## src/rtl/cva6_pma_region_lookup.sv

```systemverilog
// PMA region lookup: classifies an address against the execute, cached and
// non-idempotent rule tables, scanning one rule index per cycle.
//
// Ports:
//   clk_i, rst_i               clock, synchronous active-high reset
//   req_valid_i/req_ready_o    request handshake (ready only while idle)
//   req_addr_i                 address, captured at the request handshake
//   rsp_valid_o/rsp_ready_i    response handshake
//   rsp_exec_o/rsp_cached_o/rsp_nonidem_o  attribute bits, zero unless rsp_valid_o
//   busy_o                     lookup in progress (scanning or holding a response)
module cva6_pma_region_lookup #(
  parameter int unsigned AddrWidth      = 64,
  parameter int unsigned NrExecRules    = 3,
  parameter logic [16*AddrWidth-1:0] ExecBase =
    {{(13*AddrWidth){1'b0}}, 64'h8000_0000, 64'h1_0000, 64'h0},
  parameter logic [16*AddrWidth-1:0] ExecLen =
    {{(13*AddrWidth){1'b0}}, 64'h4000_0000, 64'h1_0000, 64'h1000},
  parameter int unsigned NrCachedRules  = 1,
  parameter logic [16*AddrWidth-1:0] CachedBase = {{(15*AddrWidth){1'b0}}, 64'h8000_0000},
  parameter logic [16*AddrWidth-1:0] CachedLen  = {{(15*AddrWidth){1'b0}}, 64'h4000_0000},
  parameter int unsigned NrNonIdemRules = 2,
  parameter logic [16*AddrWidth-1:0] NonIdemBase = {{(14*AddrWidth){1'b0}}, 64'h0, 64'h0},
  parameter logic [16*AddrWidth-1:0] NonIdemLen  = {{(14*AddrWidth){1'b0}}, 64'h0, 64'h0}
) (
  input  logic                 clk_i,
  input  logic                 rst_i,
  input  logic                 req_valid_i,
  output logic                 req_ready_o,
  input  logic [AddrWidth-1:0] req_addr_i,
  output logic                 rsp_valid_o,
  input  logic                 rsp_ready_i,
  output logic                 rsp_exec_o,
  output logic                 rsp_cached_o,
  output logic                 rsp_nonidem_o,
  output logic                 busy_o
);

  localparam logic [1:0] StIdle = 2'd0;
  localparam logic [1:0] StScan = 2'd1;
  localparam logic [1:0] StResp = 2'd2;

  localparam int unsigned MaxEc  = (NrExecRules > NrCachedRules) ? NrExecRules : NrCachedRules;
  localparam int unsigned NrScan = (MaxEc > NrNonIdemRules) ? MaxEc : NrNonIdemRules;
  localparam logic [3:0]  LastIdx = (NrScan > 0) ? 4'(NrScan - 1) : 4'd0;

  logic [1:0]           state_q, state_d;
  logic [3:0]           idx_q, idx_d;
  logic [AddrWidth-1:0] addr_q, addr_d;
  logic                 exec_q, exec_d;
  logic                 cached_q, cached_d;
  logic                 nonidem_q, nonidem_d;

  logic [15:0] exec_hit, cached_hit, nonidem_hit;

  // Limit is formed one bit wider so a region ending at the top of the
  // address space does not wrap to zero.
  function automatic logic rule_hit(input logic [AddrWidth-1:0] addr,
                                    input logic [AddrWidth-1:0] base,
                                    input logic [AddrWidth-1:0] len);
    logic [AddrWidth:0] limit;
    limit = {1'b0, base} + {1'b0, len};
    return (len != '0) && (base <= addr) && ({1'b0, addr} < limit);
  endfunction

  // Rules beyond a table's count are tied off, so the scan can index all
  // three tables with the same idx.
  for (genvar i = 0; i < 16; i++) begin : g_rule
    assign exec_hit[i]    = (i < NrExecRules) &&
        rule_hit(addr_q, ExecBase[i*AddrWidth +: AddrWidth], ExecLen[i*AddrWidth +: AddrWidth]);
    assign cached_hit[i]  = (i < NrCachedRules) &&
        rule_hit(addr_q, CachedBase[i*AddrWidth +: AddrWidth],
                 CachedLen[i*AddrWidth +: AddrWidth]);
    assign nonidem_hit[i] = (i < NrNonIdemRules) &&
        rule_hit(addr_q, NonIdemBase[i*AddrWidth +: AddrWidth],
                 NonIdemLen[i*AddrWidth +: AddrWidth]);
  end

  always_comb begin
    state_d   = state_q;
    idx_d     = idx_q;
    addr_d    = addr_q;
    exec_d    = exec_q;
    cached_d  = cached_q;
    nonidem_d = nonidem_q;
    case (state_q)
      StIdle: begin
        if (req_valid_i) begin
          addr_d    = req_addr_i;
          idx_d     = 4'd0;
          exec_d    = 1'b0;
          cached_d  = 1'b0;
          nonidem_d = 1'b0;
          state_d   = (NrScan > 0) ? StScan : StResp;
        end
      end
      StScan: begin
        exec_d    = exec_q    | exec_hit[idx_q];
        cached_d  = cached_q  | cached_hit[idx_q];
        nonidem_d = nonidem_q | nonidem_hit[idx_q];
        idx_d     = idx_q + 4'd1;
        if (idx_q == LastIdx) begin
          state_d = StResp;
        end
      end
      StResp: begin
        if (rsp_ready_i) begin
          state_d = StIdle;
        end
      end
      default: state_d = StIdle;
    endcase
  end

  always_ff @(posedge clk_i) begin
    if (rst_i) begin
      state_q   <= StIdle;
      idx_q     <= 4'd0;
      addr_q    <= '0;
      exec_q    <= 1'b0;
      cached_q  <= 1'b0;
      nonidem_q <= 1'b0;
    end else begin
      state_q   <= state_d;
      idx_q     <= idx_d;
      addr_q    <= addr_d;
      exec_q    <= exec_d;
      cached_q  <= cached_d;
      nonidem_q <= nonidem_d;
    end
  end

  assign req_ready_o   = (state_q == StIdle);
  assign rsp_valid_o   = (state_q == StResp);
  assign rsp_exec_o    = rsp_valid_o & exec_q;
  assign rsp_cached_o  = rsp_valid_o & cached_q;
  assign rsp_nonidem_o = rsp_valid_o & nonidem_q;
  assign busy_o        = (state_q == StScan) || (state_q == StResp);

endmodule

```

## config.mk

```make
export PLATFORM = sky130hd
export DESIGN_NAME = cva6_pma_region_lookup
export DESIGN_NICKNAME = d
export VERILOG_FILES = /design/src/rtl/cva6_pma_region_lookup.sv
export SDC_FILE = /design/constraint.sdc
export NUM_CORES = 1
export LEC_CHECK = 0
export CORE_MARGIN = 5
export CORE_UTILIZATION = 55
export CTS_BUF_LIST = sky130_fd_sc_hd__clkbuf_16
export CTS_CLUSTER_SIZE = 16
export DETAILED_ROUTE_END_ITERATION = 12
export DONT_BUFFER_PORTS = 1
export GPL_TIMING_DRIVEN = 0
export PLACE_DENSITY = 0.75
export REMOVE_ABC_BUFFERS = 1
export SYNTH_ARGS = -nofsm -noshare
export SYNTH_HDL_FRONTEND = slang
export SYNTH_SLANG_ARGS = --single-unit
```

## constraint.sdc

```tcl
create_clock -name clk_i -period 1.5 [get_ports clk_i]
set_input_delay 0.225 -clock clk_i [delete_from_list [all_inputs] [get_ports clk_i]]
set_output_delay 0.225 -clock clk_i [all_outputs]
set_load 0.1 [all_outputs]
```

### Word level (Yosys, flattened, before mapping)

Memory sizes are Yosys's and may differ from the RTL's. A register that Yosys moved wholly into a read port is not among the register bits.
Index checks and enable logic that the tools add are counted.

* output and inout port bits: 6
* bits of input ports: 68
* bits in registers: 73
* memories kept: 1
* bits in latches: 0
* memory bits (writable): 0
* logic and storage cells: 53
* ROM bits: 16

Memory list
* (name not given): depth 16, bits a word 1, read ports 1, clocked after memory_dff 1, wr ports 0, line 99 `nonidem_d = nonidem_q | nonidem_hit[idx_q];`

* bitwise operators: 6
* mux-type cells: 17
* div/mod/pow operators: 0
* $mul: 0
* equality and inequality tests: 6
* magnitude comparators: 7
* add/sub/neg operators: 1
* reductions and logical operators: 9
* shifts and indexed selects: 0

Operators by type and width (count)
* $le A1 B64 Y1 const A: 1
* $le A17 B64 Y1 const A: 1
* $le A32 B64 Y1 const A: 1
* $lt A64 B13 Y1 const B: 1
* $lt A64 B18 Y1 const B: 1
* $lt A64 B32 Y1 const B: 1
* $mux W4: 3
* $bmux W1 S4: 2
* $pmux W4 S2: 1
* $mux W2: 3
* $pmux W1 S2: 3
* $pmux W2 S3: 1
* $lt A4 B5 Y1 const B: 1
* $add A4 B1 Y4 const B: 1
* $eq A4 B2 Y1 const B: 1
* $mux W1: 4
* $ne A2 B2 Y1 const B: 2
* $reduce_and A2 Y1: 2
* $and A1 B1 Y1: 3
* $logic_and A1 B1 Y1: 3
* $or A1 B1 Y1: 3
* $reduce_and A3 Y1: 1
* $eq A2 B1 Y1 const B: 1
* $eq A2 B2 Y1 const B: 1
* other kinds (4): 4

### Longest topological paths before layout

Gate-level depths: netlist (run 1).

* depth in word-level cells: 6
* mapped depth: 8
* depth with buffers taken out: 6

### Worst setup path after synthesis (run 1)

OpenSTA, ideal clock, no wires.

* path type: reg-to-output
* start: register state_q[0]
* end: output rsp_cached_o
* slack: -0.801 ns
* required time: 1.275 ns
* stages on the path, launching flop included: 4
* arrival time: 2.076 ns
* path buffers: 0
* path through: dfxtp_1 -> inv_1 -> ha_1 -> and2_1

* cells in the longest elaborated chain, start to end: 2

RTL lines
* start: declaration: line 46 `logic [1:0] state_q, state_d;`
* start signal: assignment: line 116 `state_q <= StIdle;`
* start signal: assignment: line 123 `state_q <= state_d;`
* $eq A2 B2 Y1: line 133 `assign rsp_valid_o = (state_q == StResp);`
* named net rsp_valid_o: line 30 `output logic rsp_valid_o,`
* $and A1 B1 Y1: line 135 `assign rsp_cached_o = rsp_valid_o & cached_q;`
* end: declaration: line 33 `output logic rsp_cached_o,`

The timed path passes the listed nets, and every way through them passes these cells.

### Final worst setup path (run 1)

* start: register idx_q[0]
* end: register state_q[0]

* cells in the longest elaborated chain, start to end: 3

RTL lines
* start: declaration: line 47 `logic [3:0] idx_q, idx_d;`
* start signal: assignment: line 124 `idx_q <= idx_d;`
* $eq A4 B2 Y1: line 101 `if (idx_q == LastIdx) begin`
* $ne A2 B2 Y1 (no source line)
* $reduce_and A3 Y1 (no source line)

Every way passes these cells.
A chain may end at the register's enable or synchronous reset.

==> results.cfg, run 1 <==
[logic_synthesis]
yosysTopAreaCellShare_pct = 49.9
synth_edf_count = 0
synthArstFlopShare_pct = 0
synthCells = 307
synth_area_per_cell_um2 = 7.96
syn_area_mm2 = 0.00244
synth_common_cells = nand2_1 (108), dfxtp_1 (61), a21oi_1 (53)
yosys-top-cells-area = dfxtp_1 (50%), nand2_1 (17%), a21oi_1 (11%), nor4_1 (3.1%), ha_1 (2.6%)
seq_area_frac_synth_pct = 49.9
ys_seq_elements = 61
synthFlopType = dfxtp_1
synth.most_common_cell = nand2_1
ys_warn_count = 0
ys_types = 30
synth.largest_area_cell = dfxtp_1

[final_layout]
final_layout_size_suffix_gt1_share_pct = 41.0
nets = 390
antennaDiodeCount = 0
area_delta_synth_final_pct = 34.4

[sta]
drv_slew = 0
tns_ps = -3800
relSlewSlack_pct = 70.9
setup_violations = 46
skew_ps = 4.88
period_share_pct = 114
hold_ws_ps = -33.2
fin_crit_ps = 1720
rsz0062_at_grt = true
worst_pin_slew_ps = 432
hold_viol = 34
clock.fmax_mhz = 583
layout_setup_ws_ps = -216

[floorplan]
rows = 24
die_h_um = 76.7
boundaryPins = 74
design.die.area_mm2 = 0.00588
core_mm2 = 0.00432
die_w_um = 76.7
initial_core_util_pct = 56.5

[worst_setup_path]
critPathLaunchType = flop
crit_type = reg -> reg
cp_max_fo = 2
crit_arrival_ps = 1920
cp-end-kind = flop
cp.required_ps = 1710

[run]
max_cap_viol_count = 0

[drt]
first_pass_iters = 4
initialDrtViolationCount = 110
ant_nets = 0
wl_um = 6460
drc = 0
vias = 2170
wire_per_inst_um = 17.3
viasPerCell = 5.80

[clock_tree]
cts_buffer_depth = 2
clk-insertion-delay-late_ps = 320
htreeDepth = 3
clkTransAtPathRegs_ps = 50
cts_tree = built
clkSinkCount = 61
cts_inserted_buffers = 9
cts_root_buf = clkbuf_16

[outcome]
outcome = finished with violations
failed_checks = hold timing, setup timing

[min_path]
hp-class = in -> reg

[placement]
dp_hpwl_um = 3050
gp_congestion = 0.732
port-buffer-count = 0

[global_route]
grt_use_total_pct = 19.8
grt_antenna_before_repair = 0
grt_max_degree = 59
grt_pass1_vias = 1950
gr-total-overflow = 0
grt_pass1_wl_um = 9180

[pwr]
design_power_total_mw = 6.75
vdd_drop_max_uv = 1310
p_per_area_mw_per_mm2 = 2050
leakagePower_nw = 1.21
-- path summary, 6_finish.rpt --
path	start	endpoint	depth (start not counted)	slack, ps
max	idx_q[0]	state_q[0]	7	-220
min	rst_i	addr_q[36]	1	-30
max reg2reg	idx_q[0]	state_q[0]	7	-220
min reg2reg	addr_q[55]	addr_q[55]	2	450
-- layer usage --
layer,vias up,GRT usage (%),wire length [um]
met1,1049,25.0,2740
met5,-,0,0
li1,1057,-,-
met2,49,30.5,3250
met4,0,10.3,165
met3,15,5.74,306
-- state kept, by name (all words and copies together) (netlist names) --
signal	cells
addr_q	52
idx_q	4
state_q	2
cached_q	1
exec_q	1
nonidem_q	1
-- power breakdown --
group	leakage, nW	internal (mW)	switching (mW)
Sequential	0.502	1.91	0.167
Combinational	0.564	1.09	1.66
Clock	0.139	1.26	0.670
-- layout make-up --
type,instances,area [um2]
well taps,52,65.1
inverters,7,60.1
flip-flops and latches,61,1230
multi-input cells,225,1500
repair buffers,13,141
clock inverters,7,57.6
clock buffers,9,225
fillers,325,1040
-- cells by family after synthesis --
family	count (synthesis)	share of synthesized area [%]
adders and majority gates	5	2.56
xor gates and xnor gates	2	0.717
and+or+nand+nor	145	25.2
buffers and inverters	27	5.94
AOI/OAI and AO/OA	63	14.0
muxes	4	1.69
DFF	61	49.9
-- metrics by stage --
| step | cell area (um2) | util (%) | setup slack (ps) | instances |
|---|---|---|---|---|
| after global routing | 3290 | 76.0 | -286 | 374 |
| after global placement | 2420 | 55.9 | -1960 | 339 |
| after CTS | 2930 | 67.8 | -216 | 369 |
| after detailed placement | 2420 | 56.0 | -1490 | 339 |
| final | 3290 | 76.0 | -216 | 374 |
| after floorplan | 2350 | - | -1500 | 287 |
-- cells in the final DEF (no fill, tap or decap), drive strengths merged --
cell | netlist | final
a21oi | 53 | 53
nor3 | 3 | 3
a2111oi | 1 | 1
or3b | 1 | 1
nor4bb | 1 | 1
o21ai | 1 | 1
nor4 | 12 | 12
a222oi | 1 | 1
o21a | 1 | 1
mux2i | 3 | 3
bufinv | 0 | 1
xor2 | 2 | 2
nand4 | 4 | 4
and2 | 5 | 11
nand2 | 108 | 108
dfxtp | 61 | 61
a2bb2oi | 1 | 1
clkbuf | 11 | 9
nor2 | 9 | 9
a31oi | 2 | 2
nor2b | 1 | 1
ha | 5 | 5
nand3 | 1 | 1
clkinvlp | 0 | 1
mux2 | 1 | 1
a22o | 1 | 1
clkinv | 1 | 5
buf | 9 | 13
inv | 6 | 7
a21o | 2 | 2
-- critical path: stages, from the launching register on --
cell and delay (ps):
dfxtp_4 350, inv_4 60, ha_4 110, or3b_1 350
a222oi_1 310, buf_4 190, mux2i_1 180, nor2_1 60
-- what timing repair did --
item,in CTS,in global routing
resized for setup,44,94
buffers inserted,10,3
gates cloned,4,2
pin swaps,20,55
hold endpoints to repair,56,56
setup endpoints to repair,67,64
Power figures use the tool's default switching activity.
==> run 2: changes to the inputs <==
--- a/config.mk
+++ b/config.mk
@@ -12,6 +12,7 @@
 export DETAILED_ROUTE_END_ITERATION = 12
 export DONT_BUFFER_PORTS = 1
 export GPL_TIMING_DRIVEN = 0
+export HOLD_SLACK_MARGIN = 0.08
 export PLACE_DENSITY = 0.75
 export REMOVE_ABC_BUFFERS = 1
 export SYNTH_ARGS = -nofsm -noshare
==> results of run 2 <==
The final DEF is identical to that of run 1; final timing and power are the same.
==> run 3: changes to the inputs <==
--- a/config.mk
+++ b/config.mk
@@ -14,6 +14,7 @@
 export GPL_TIMING_DRIVEN = 0
 export HOLD_SLACK_MARGIN = 0.08
 export PLACE_DENSITY = 0.75
+export RECOVER_POWER = 100
 export REMOVE_ABC_BUFFERS = 1
 export SYNTH_ARGS = -nofsm -noshare
 export SYNTH_HDL_FRONTEND = slang
==> results of run 3 <==
The final DEF is identical to that of run 1; final timing and power are the same.
